--- config.mk ---
export PLATFORM = sky130hd
export DESIGN_NAME = fifo_push_arb
export DESIGN_NICKNAME = d
export VERILOG_FILES = /design/src/rtl/fifo_arb_pkg.sv /design/src/rtl/fifo_push_arb_rr_picker.sv /design/src/rtl/fifo_push_arb.sv
export SDC_FILE = /design/constraint.sdc
export NUM_CORES = 1
export LEC_CHECK = 0
export CAP_MARGIN = 5
export CORE_ASPECT_RATIO = 0.6
export CORE_MARGIN = 1
export CORE_UTILIZATION = 40
export DETAILED_ROUTE_END_ITERATION = 8
export PLACE_DENSITY = 0.86
export SYNTH_ARGS = -nofsm -noshare
export SYNTH_HDL_FRONTEND = slang
export SYNTH_SLANG_ARGS = --single-unit
--- constraint.sdc ---
create_clock -name clk -period 12.65 [get_ports clk]
set_clock_uncertainty 0.2 [all_clocks]
set_input_delay 3.795 -clock clk [delete_from_list [all_inputs] [get_ports clk]]
set_output_delay 3.795 -clock clk [all_outputs]
set_load 0.05 [all_outputs]
--- src/rtl/fifo_arb_pkg.sv ---
// fifo_arb_pkg: FSM state type and statistics counter width shared by the FIFO push arbiter.
package fifo_arb_pkg;
  localparam int STAT_W = 16;
  typedef enum logic [1:0] {IDLE, ARB, LOCKED} state_t;
endpackage

--- src/rtl/fifo_push_arb_rr_picker.sv ---
// rr_picker: one-hot round-robin pick of the first requester after ptr; ports req/ptr in, pick/idx out.
module rr_picker #(
  parameter int N  = 4,
  parameter int PW = 2
) (
  input  logic [N-1:0]  req,
  input  logic [PW-1:0] ptr,
  output logic [N-1:0]  pick,
  output logic [PW-1:0] idx
);
  always_comb begin
    pick = '0;
    idx  = '0;
    for (int k = N; k >= 1; k--)
      if (req[(int'(ptr) + k) % N]) begin
        pick = N'(1) << ((int'(ptr) + k) % N);
        idx  = PW'((int'(ptr) + k) % N);
      end
  end
endmodule

--- src/rtl/fifo_push_arb.sv ---
// fifo_push_arb: credit-tracked round-robin push arbiter with packet lock (clk/rst, req/lock/data_in -> gnt, fifo_push/fifo_din; FIFO status in; optional stat_cnt under FIFO_ARB_STATS_EN).
module fifo_push_arb
  import fifo_arb_pkg::*;
#(
  parameter int N     = 4,
  parameter int width = 16,
  parameter int depth = 8
) (
  input  logic                 clk,
  input  logic                 rst,
  input  logic [N-1:0]         req,
  input  logic [N-1:0]         lock,
  input  logic [N*width-1:0]   data_in,
  output logic [N-1:0]         gnt,
  output logic                 fifo_push,
  output logic [width-1:0]     fifo_din,
  input  logic                 fifo_full,
  input  logic                 fifo_pndng,
  input  logic                 fifo_pop
`ifdef FIFO_ARB_STATS_EN
  ,
  output logic [N*STAT_W-1:0]  stat_cnt
`endif
);
  localparam int PW = $clog2(N);
  localparam int OW = $clog2(depth + 1);
  state_t        r_state;
  logic [PW-1:0] r_rr_ptr, r_owner, w_pick_idx, w_idx;
  logic [OW-1:0] r_occ;
  logic [N-1:0]  w_pick;
  logic          w_en, w_acc, w_pop;
  rr_picker #(.N(N), .PW(PW)) u_pick (.req(req), .ptr(r_rr_ptr), .pick(w_pick), .idx(w_pick_idx));
  // credits come from registered occ, so a pop at occ==depth only frees a slot next cycle
  assign w_en  = (r_occ < OW'(depth)) && !fifo_full;
  assign gnt   = !w_en ? '0 : r_state == ARB ? w_pick :
                 r_state == LOCKED ? (req & (N'(1) << r_owner)) : '0;
  assign w_acc = |gnt;
  assign w_idx = r_state == LOCKED ? r_owner : w_pick_idx;
  assign w_pop = fifo_pop && fifo_pndng && r_occ != '0;
  always_ff @(posedge clk or posedge rst)
    if (rst) begin
      r_state   <= IDLE;
      r_rr_ptr  <= PW'(N - 1);
      r_owner   <= '0;
      r_occ     <= '0;
      fifo_push <= 1'b0;
      fifo_din  <= '0;
    end else begin
      fifo_push <= w_acc;
      if (w_acc) fifo_din <= data_in[w_idx*width +: width];
      r_occ <= r_occ + OW'(w_acc) - OW'(w_pop);
      case (r_state)
        IDLE: if (|req) r_state <= ARB;
        ARB:
          if (!(|req)) r_state <= IDLE;
          else if (w_acc) begin
            r_rr_ptr <= w_pick_idx;
            if (lock[w_pick_idx]) begin
              r_state <= LOCKED;
              r_owner <= w_pick_idx;
            end
          end
        LOCKED:
          if ((w_acc && !lock[r_owner]) || (!req[r_owner] && !lock[r_owner])) begin
            r_state  <= ARB;
            r_rr_ptr <= r_owner;
          end
        default: r_state <= IDLE;
      endcase
    end
`ifdef FIFO_ARB_STATS_EN
  logic [STAT_W-1:0] r_stat [N];
  for (genvar g = 0; g < N; g++) begin : g_stat
    always_ff @(posedge clk or posedge rst)
      if (rst) r_stat[g] <= '0;
      else if (gnt[g] && r_stat[g] != '1) r_stat[g] <= r_stat[g] + 1'b1;
    assign stat_cnt[g*STAT_W +: STAT_W] = r_stat[g];
  end
`endif
endmodule

==> results by group, run 1 <==
Run status
  • Outcome: finished, final reports clean

Pwr
  • Internal cell power: 0.517 mW
  • Sequential power share: 0.187
  • Clk network pwr share: 0.050
  • Sw frac: 0.476
  • Switching Power: 0.469 mW
  • Maximum vdd ir drop: 0.131 mV
  • Final Total Pwr: 0.985 mW
  • Power Dens Cells: 279 mW/mm^2
  • Combinational Power Share: 0.763
  • P_leak: 1.57 nW

Clocking
  • Post-CTS Setup Bufs: 0
  • CTS tree: yes
  • Clock sink count: 27
  • Cts hold-fix bufs: 0
  • Maximum clock path buffer count: 2
  • Clk_lat worst skew: 270 ps
  • Cts repair resizes: 0
  • Root Buffer: clkbuf_8
  • CTS buffer count: 3
  • Clk pin slew, worst setup/hold paths: roughly 90 ps
  • H-tree depth: 1

Placed design
  • I/O Buffers: 97
  • Placed instance area: 0.00348 sq mm
  • Post-DP HPWL: approximately 5.0 mm
  • RePlAce Congestion: ~0.94
  • DP Worst Slack: 2100 ps

Synth
  • Cell variety after synth: 52
  • Syn avg cell area: around 11 sq um
  • Synth Area in XOR/XNOR: 0.00703
  • Post-Synth Adder-Cell Area: 0.0633
  • Asr flop ratio synth: 1.00
  • Number of synthesized flops with an enable pin: 0
  • Area share of and/or/nand/nor cells after synthesis: 0.0889
  • Post-synthesis cell count: 236
  • Ys Warns: 0
  • Mux cell area share after synthesis: 0.388
  • Top FF cell, synth: dfrtp_1
  • Largest family of logic cells by synthesized area: multiplexers
  • Synth Register Bits: 27
  • Syn_nets: between 300 and 400
  • Complex-gate fraction of the synthesized area: 0.115
  • Sequential area share after synthesis: 0.272
  • Post-Syn Area: 0.00249 sq mm

Detailed routing
  • Final wirelength: 6.46 mm
  • Remaining DRCs: 0
  • Vias per cell: 5.49
  • Routed Antenna Nets: 0
  • Routed vias: 2194
  • Iter 0 DRT Violations: 163
  • First-pass iteration count of the detailed router: 4
  • Wire per inst: between 15 and 20 um

Final layout
  • Commonest non-fill, non-tap cell in the layout: clkdlybuf4s50_1
  • Final instance area: 0.00353 sq mm
  • Most frequent cells in the layout: clkdlybuf4s50_1, mux2i_1, dfrtp_1
  • Layout cells sized above 1: 0.116
  • Antenna diodes: 0
  • Final net count: approximately 400
  • Synth-to-layout area growth: 41.5%

Floorplanning
  • Ports: 98
  • Chip height: around 63 um
  • Die width: 104 um
  • Core footprint: 0.00578 sq mm
  • Rows: 21
  • Die area: 0.00656 sq mm
  • Initial core utilization: 0.431

STA
  • Pins Over Slew Limit: 0
  • RSZ-0062 raised after global routing: false
  • Fin. Hold Viols: 0
  • Rel. slew slack: 0.324
  • Setup TNS: 0 ps
  • Worst slew pin tran: 1010 ps
  • Post-layout minimum cycle time: around 11000 ps
  • Worst Slack Setup Final: 2080 ps
  • Min Hold Slack: 313 ps
  • Max Freq: 94.6 MHz
  • Final period utilization: 0.836
  • Final setup violation count: 0

Worst setup path
  • CP required: 8650 ps
  • Startpoint types: primary input
  • Critical Path AT: 6580 ps
  • CP Capture Type: primary output
  • Critical path fanouts, max: 15
  • CP cell instances: clkdlybuf4s50_1 -> mux4_2 -> a22o_1 -> or4_1 -> o211a_2 -> clkdlybuf4s50_1
  • Most frequent CP cell: clkdlybuf4s50_1
  • Worst path slowest cell: clkdlybuf4s50_1
  • Critical path class: in2out
  • Critical path's largest stage delay: 700 ps

Global routing
  • Initial antenna violation count: 0
  • Vias in the first global route: 2139
  • First-pass GRT wire length: 10.6 mm
  • Gr ovfl total: 0
  • Tot GR Track Use: 0.200
  • Largest net degree at the start of global routing: 34

Job
  • Number of max-cap violations: 0

Min path
  • Type of the worst min-delay path: reg2reg
==> power groups by stage <==
stage	Sequential, mW	Combinational [mW]	Clock, mW
after global placement	0.182	0.733	0
after detailed placement	0.184	0.754	0
after floorplan	0.261	0.510	0
final	0.184	0.752	0.0489
after CTS	0.184	0.756	0.0504
after global routing	0.192	0.809	0.0534
==> metal layers <==
metal | vias to the layer above | global-route usage | share of wire
li1 | 1037 | - | -
met1 | 1039 | 0.284 | 0.46
met2 | 116 | 0.316 | 0.43
met3 | 2 | 0.0518 | 0.10
met4 | 0 | 0.0214 | 0.0026
met5 | - | 0 | 0
==> worst max-delay path: cells and delay by family <==
kind,cells,cell delay (ps)
compound gates,2,370
simple gates,1,400
mux,1,670
buf+inv,2,1340
==> metrics by stage <==
stage,util,std cells
2_1_floorplan,-,236
4_1_cts,0.610,400
5_1_grt,0.610,400
6_report,0.610,400
3_3_place_gp,0.602,396
3_5_place_dp,0.602,396
==> worst paths after layout <==
kind | start | endpoint | slack (ps) | cells after the start
setup / recovery | req[2] | gnt[3] | 2080 | 6
hold / removal | fifo_din[0] | fifo_din[0] | 310 | 1
setup reg to reg | r_rr_ptr[0] | r_occ[3] | 7530 | 14
hold reg to reg | fifo_din[0] | fifo_din[0] | 310 | 1
max in group asynchronous | rst | fifo_din[0] | 7780 | 2
min in group asynchronous | rst | r_occ[3] | 3860 | 2
==> cells in the mapped netlist (2+ instances only) <==
cell type / count / area share
mux2i_1: 52 / 0.21
dfrtp_1: 25 / 0.25
inv_1: 18 / 0.027
mux2_4: 16 / 0.096
nand2_1: 13 / 0.020
ha_1: 11 / 0.055
nor2_1: 10 / 0.015
clkbuf_1: 9 / 0.014
mux4_2: 7 / 0.063
a21oi_1: 6 / 0.012
buf_2: 5 / 0.010
a21o_1: 4 / 0.012
nand2b_1: 4 / 0.010
o21ai_0: 4 / 0.0080
buf_6: 3 / 0.014
nor2b_1: 3 / 0.0075
o2111ai_1: 3 / 0.011
a221oi_1: 2 / 0.0070
dfstp_2: 2 / 0.021
mux2_2: 2 / 0.0090
nor3b_1: 2 / 0.0060
o211ai_1: 2 / 0.0060
o21a_1: 2 / 0.0060
o22ai_1: 2 / 0.0050
or4_1: 2 / 0.0060
==> cell families (layout without fill, tap and decap cells) <==
family                     Yosys count  after routing
muxes                               79             79
buffers and inverters               36            120
and+or+nand+nor                     42             42
AOI/OAI and AO/OA                   38             38
DFF                                 27             27
xor gates and xnor gates             2              2
adders and majority gates           12             12
==> cell type report <==
cell class              count  area (sq um)
inverters                  19          71.3
repair buffers             97           971
flip-flops and latches     27           678
multi-input cells         173          1660
clock buffers               4          45.0
well taps                  80           100
fillers                   522          2250
==> flip-flops by register name, indices dropped and copies added, names as in the netlist <==
signal	flops
r_rr_ptr	2
fifo_din	16
fifo_push	1
r_owner	2
r_occ	4
r_state	2
Power figures use the tool's default switching activity.
==> inputs of run 2 (changes only) <==
- clock period: 12.65 -> 9.95 ns (I/O delays scaled with it)
==> results by group, run 2 (same netlist as run 1, synthesis figures left out) <==
Min path
  • Type of the worst min-delay path: reg2reg
  • Hold Crit Depth: 1 (unchanged)
  • Hold endpoint: fifo_din[0]
  • Hold_sp: fifo_din[0]

Job
  • Number of max-cap violations: 0 (unchanged)

Floorplanning
  • Ports: 98 (unchanged)
  • Chip height: 63.1 um (unchanged)
  • Core footprint: 0.00578 sq mm (unchanged)
  • Initial core utilization: 0.431 (unchanged)
  • Die area: 0.00656 sq mm (unchanged)
  • Rows: 21 (unchanged)
  • Die width: 104 um (unchanged)

Final layout
  • Max reg flops: 16 (unchanged)
  • Antenna diodes: 0 (unchanged)
  • Synth-to-layout area growth: 41.5% (unchanged)
  • Most frequent cells in the layout: clkdlybuf4s50_1, mux2i_1, dfrtp_1
  • Largest Register: fifo_din
  • Layout cells sized above 1: 0.116 (unchanged)
  • Top Registers: fifo_din x16, r_occ x4
  • Commonest non-fill, non-tap cell in the layout: clkdlybuf4s50_1
  • Final instance area: 0.00353 sq mm (unchanged)
  • Final net count: 410 (unchanged)

Global routing
  • Initial antenna violation count: 0 (unchanged)
  • Largest net degree at the start of global routing: 34 (unchanged)
  • Tot GR Track Use: 0.195 (-0.00546)
  • Gr ovfl total: 0 (unchanged)
  • First-pass GRT wire length: 10.2 mm (-3.6%)
  • Vias in the first global route: 2089 (-2.3%)

Pwr
  • P_leak: 1.57 nW (unchanged)
  • Sw frac: 0.472 (-0.00332)
  • Final Total Pwr: 1.24 mW (+26%)
  • Combinational Power Share: 0.765 (+0.002)
  • Internal cell power: 0.656 mW (+27%)
  • Switching Power: 0.587 mW (+25%)
  • Maximum vdd ir drop: 0.190 mV (+45%)
  • Power Dens Cells: 353 mW/mm^2 (+26%)
  • Sequential power share: 0.188 (about the same)
  • Clk network pwr share: 0.047 (-0.003)

Clocking
  • CTS tree: yes
  • Cts repair resizes: 0 (unchanged)
  • Clock sink count: 27 (unchanged)
  • H-tree depth: 1 (unchanged)
  • Cts hold-fix bufs: 0 (unchanged)
  • Post-CTS Setup Bufs: 0 (unchanged)
  • CTS buffer count: 3 (unchanged)
  • Maximum clock path buffer count: 2 (unchanged)
  • Root Buffer: clkbuf_8
  • Clk_lat worst skew: 260 ps (about the same)
  • Clk pin slew, worst setup/hold paths: 80 ps (about the same)

Detailed routing
  • First-pass iteration count of the detailed router: 4 (unchanged)
  • Final wirelength: 6.31 mm (-2.4%)
  • Wire per inst: 15.8 um (-2.4%)
  • Iter 0 DRT Violations: 124 (-24%)
  • Routed Antenna Nets: 0 (unchanged)
  • Remaining DRCs: 0 (unchanged)
  • Vias per cell: 5.36 (-2.4%)
  • Routed vias: 2142 (-2.4%)

STA
  • Final period utilization: 0.902
  • Setup TNS: 0 ps (unchanged)
  • Worst slew pin tran: 984 ps (-30.6 ps)
  • Final setup violation count: 0 (unchanged)
  • Post-layout minimum cycle time: ~9000 ps
  • Rel. slew slack: 0.344 (+0.0204)
  • Pins Over Slew Limit: 0 (unchanged)
  • RSZ-0062 raised after global routing: false
  • Max Freq: 111 MHz
  • Fin. Hold Viols: 0 (unchanged)

Placed design
  • I/O Buffers: 97 (unchanged)
  • Post-DP HPWL: 4.96 mm (about the same)
  • RePlAce Congestion: 0.936 (about the same)
  • Placed instance area: 0.00348 sq mm (unchanged)

Worst setup path
  • R2r startpoint: r_rr_ptr[0]
  • Worst path slowest cell: clkdlybuf4s50_1
  • Critical path class: in2out
  • R2R depth: 14 (unchanged)
  • Critical Path AT: 5790 ps (-790 ps)
  • CP required: 6770 ps (-1880 ps)
  • CP cell instances: clkdlybuf4s50_1 -> mux4_2 -> a22o_1 -> or4_1 -> o211a_2 -> clkdlybuf4s50_1
  • Startpoint types: primary input
  • Reg2reg end: r_occ[2]
  • Critical path fanouts, max: 15 (unchanged)
  • Worst R2R Setup Slack: 4860 ps (-2670 ps)
  • Most frequent CP cell: clkdlybuf4s50_1
  • CP Capture Type: primary output
  • Critical path's largest stage delay: 700 ps (about the same)

Run status
  • Outcome: finished, final reports clean
## run 2: cell counts in the layout (fill, tap and decap cells not counted)
Identical to the previous run, type by type.
## run 2: how the worst max path moves through the flow
stage	from	endpoint	slack (ps)	cells past startpoint
finish	req[0]	gnt[3]	980	6
global route	req[0]	gnt[3]	940	6
CTS	req[3]	gnt[3]	1010	6
detailed placement	req[3]	gnt[3]	1010	6
global placement	req[0]	gnt[3]	1070	6
floorplan	req[2]	gnt[2]	2030	5
## run 2: final cells by class
class	count	area, sq um
clock buffer	4	45.0
multi-input combinational	173	1660
tap	80	100
inverter	19	71.3
timing repair buffer	97	971
sequential	27	678
fill	498	2250
## run 2: metrics by stage
stage	utilization	worst slack, ps	hold WS, ps	std cells
after global routing	0.610	940	329	400
final	0.610	977	316	400
after floorplan	-	2030	279	236
after detailed placement	0.602	1010	296	396
after CTS	0.610	1010	318	400
after global placement	0.602	1070	291	396
## run 2: power by group through the flow
stage | clock network, mW | logic, mW | registers, mW
finish | 0.0588 | 0.951 | 0.234
floorplan | 0 | 0.649 | 0.331
CTS | 0.0612 | 0.959 | 0.234
global placement | 0 | 0.932 | 0.231
detailed placement | 0 | 0.958 | 0.235
global route | 0.0647 | 1.03 | 0.244
## run 2: layer usage
metal	part of all wire	global-route usage	vias to the layer above
met5	0	0	-
met4	0.0030	0.0161	0
met3	0.12	0.0663	2
met2	0.43	0.297	102
met1	0.45	0.276	1001
li1	-	-	1037
## run 2: critical path: cells and delay by family
family,cells,cell delay [ps]
AND/OR/NAND/NOR,1,400
AO/OA/AOI/OAI,2,410
buffers and inverters,2,1350
multiplexers,1,650
==> inputs of run 3 (changes only) <==
- CORE_UTILIZATION: 40 -> 45
- PLACE_DENSITY: 0.86 -> 0.94
==> results by group, run 3 (same netlist as run 1, synthesis figures left out) <==
STA
  • Fin. Hold Viols: 0 (unchanged)
  • Min Hold Slack: 310 ps (-6.38 ps)
  • Setup TNS: 0 ps (unchanged)
  • RSZ-0062 raised after global routing: false
  • Rel. slew slack: 0.306 (-0.0382)
  • Worst slew pin tran: 1040 ps (+57.3 ps)
  • Post-layout minimum cycle time: 8970 ps (+1.67 ps)
  • Max Freq: 111 MHz (about the same)
  • Final period utilization: 0.902 (about the same)
  • Final setup violation count: 0 (unchanged)
  • Pins Over Slew Limit: 0 (unchanged)

Global routing
  • Largest net degree at the start of global routing: 34 (unchanged)
  • Gr ovfl total: 0 (unchanged)
  • Vias in the first global route: 2127 (+1.8%)
  • Tot GR Track Use: 0.235 (+0.0405)
  • Initial antenna violation count: 0 (unchanged)
  • First-pass GRT wire length: 10.6 mm (+4.0%)

Final layout
  • Commonest non-fill, non-tap cell in the layout: clkdlybuf4s50_1
  • Most frequent cells in the layout: clkdlybuf4s50_1, mux2i_1, dfrtp_1
  • Finished Layout Cells: 387 (-3.3%)
  • Antenna diodes: 0 (unchanged)
  • Max reg flops: 16 (unchanged)
  • Layout cells sized above 1: 0.118 (+0.00276)
  • Top Registers: fifo_din x16, r_occ x4
  • Synth-to-layout area growth: 40.7%
  • Finished Core Util: 0.674 (+0.0638)
  • Final net count: 411 (+0.24%)
  • Largest Register: fifo_din
  • Final instance area: 0.00351 sq mm (-0.53%)

Worst setup path
  • Critical path fanouts, max: 15 (unchanged)
  • Startpoint types: primary input
  • CP Capture Type: primary output
  • CP required: 6770 ps (about the same)
  • Critical path class: in2out
  • Critical Path AT: 5790 ps (about the same)

Detailed routing
  • First-pass iteration count of the detailed router: 7 (+3)
  • Routed Antenna Nets: 0 (unchanged)
  • Routed vias: 2210 (+3.2%)
  • Final wirelength: 6.76 mm (+7.1%)
  • Vias per cell: 5.71 (+6.6%)
  • Wire per inst: 17.5 um (+11%)
  • Iter 0 DRT Violations: 146 (+18%)
  • Remaining DRCs: 8 (+8)

Floorplanning
  • Rows: 20 (-4.8%)
  • Initial core utilization: 0.479 (+0.0477)
  • Chip height: 59.6 um (-5.5%)
  • Die area: 0.00585 sq mm (-11%)
  • Die width: 98.1 um (-5.6%)
  • Core footprint: 0.00520 sq mm (-10%)
  • Ports: 98 (unchanged)

Run status
  • Outcome: complete, but fails checks
  • Failing checks: DRC

Pwr
  • Maximum vdd ir drop: 0.169 mV (-11%)
  • Power Dens Cells: 357 mW/mm^2 (+1.3%)
  • P_leak: 1.57 nW (+0.19%)

Placed design
  • Placed instance area: 0.00346 sq mm (-0.54%)
  • I/O Buffers: 97 (unchanged)
  • RePlAce Congestion: 0.872 (-6.8%)
  • Post-DP HPWL: 5.26 mm (+6.2%)
  • Dpl cells: 383 (-3.3%)

Job
  • Number of max-cap violations: 0 (unchanged)

Clocking
  • Clock sink count: 27 (unchanged)
  • Clk pin slew, worst setup/hold paths: 90 ps (about the same)
  • Post-CTS Setup Bufs: 0 (unchanged)
  • H-tree depth: 1 (unchanged)
  • Root Buffer: clkbuf_8
  • Cts repair resizes: 0 (unchanged)
  • CTS buffer count: 3 (unchanged)
  • Maximum clock path buffer count: 2 (unchanged)
  • CTS tree: yes
  • Clk_lat worst skew: 270 ps (about the same)
  • Cts hold-fix bufs: 0 (unchanged)

Min path
  • Type of the worst min-delay path: reg2reg
==> run 3: report_power, final <==
group / internal (mW) / total, mW / switching (mW)
sequential: 0.175 / 0.234 / 0.0590
combinational: 0.453 / 0.957 / 0.504
clock: 0.0287 / 0.0614 / 0.0327
total: 0.657 / 1.25 / 0.595
==> run 3: worst max-delay path: stages <==
cell and delay, ps:
clkdlybuf4s50_1 650, mux4_2 650, a22o_1 250, or4_1 390, o211a_2 160, clkdlybuf4s50_1 710
==> run 3: layout make-up <==
type                       count  area, sq um
tap                           66         82.6
timing repair buffer          98          978
clock buffer                   4         45.0
multi-input combinational    173         1650
fill                         430         1700
sequential                    27          678
inverter                      19         71.3
==> run 3: through the flow <==
step / power, mW / setup WS, ps
CTS: 1.26 / 1000
global route: 1.34 / 881
global placement: 1.16 / 1070
finish: 1.25 / 975
floorplan: 0.980 / 2030
detailed placement: 1.19 / 998
==> run 3: routing by layer <==
layer  GRT usage  up-vias  part of all wire
li1            -     1036                 -
met1       0.315     1060              0.46
met2       0.395      112              0.45
met3      0.0684        2             0.090
met4      0.0216        0            0.0016
met5           0        -                 0
==> run 3: worst paths after layout <==
check | from | end | slack [ps] | cells past startpoint
hold reg to reg | r_occ[0] | r_occ[0] | 310 | 1
setup reg to reg | r_rr_ptr[0] | r_occ[2] | 4850 | 14
hold / removal | r_occ[0] | r_occ[0] | 310 | 1
min in group asynchronous | rst | r_occ[1] | 3060 | 2
max in group asynchronous | rst | fifo_din[0] | 5870 | 2
setup / recovery | req[0] | gnt[3] | 980 | 6
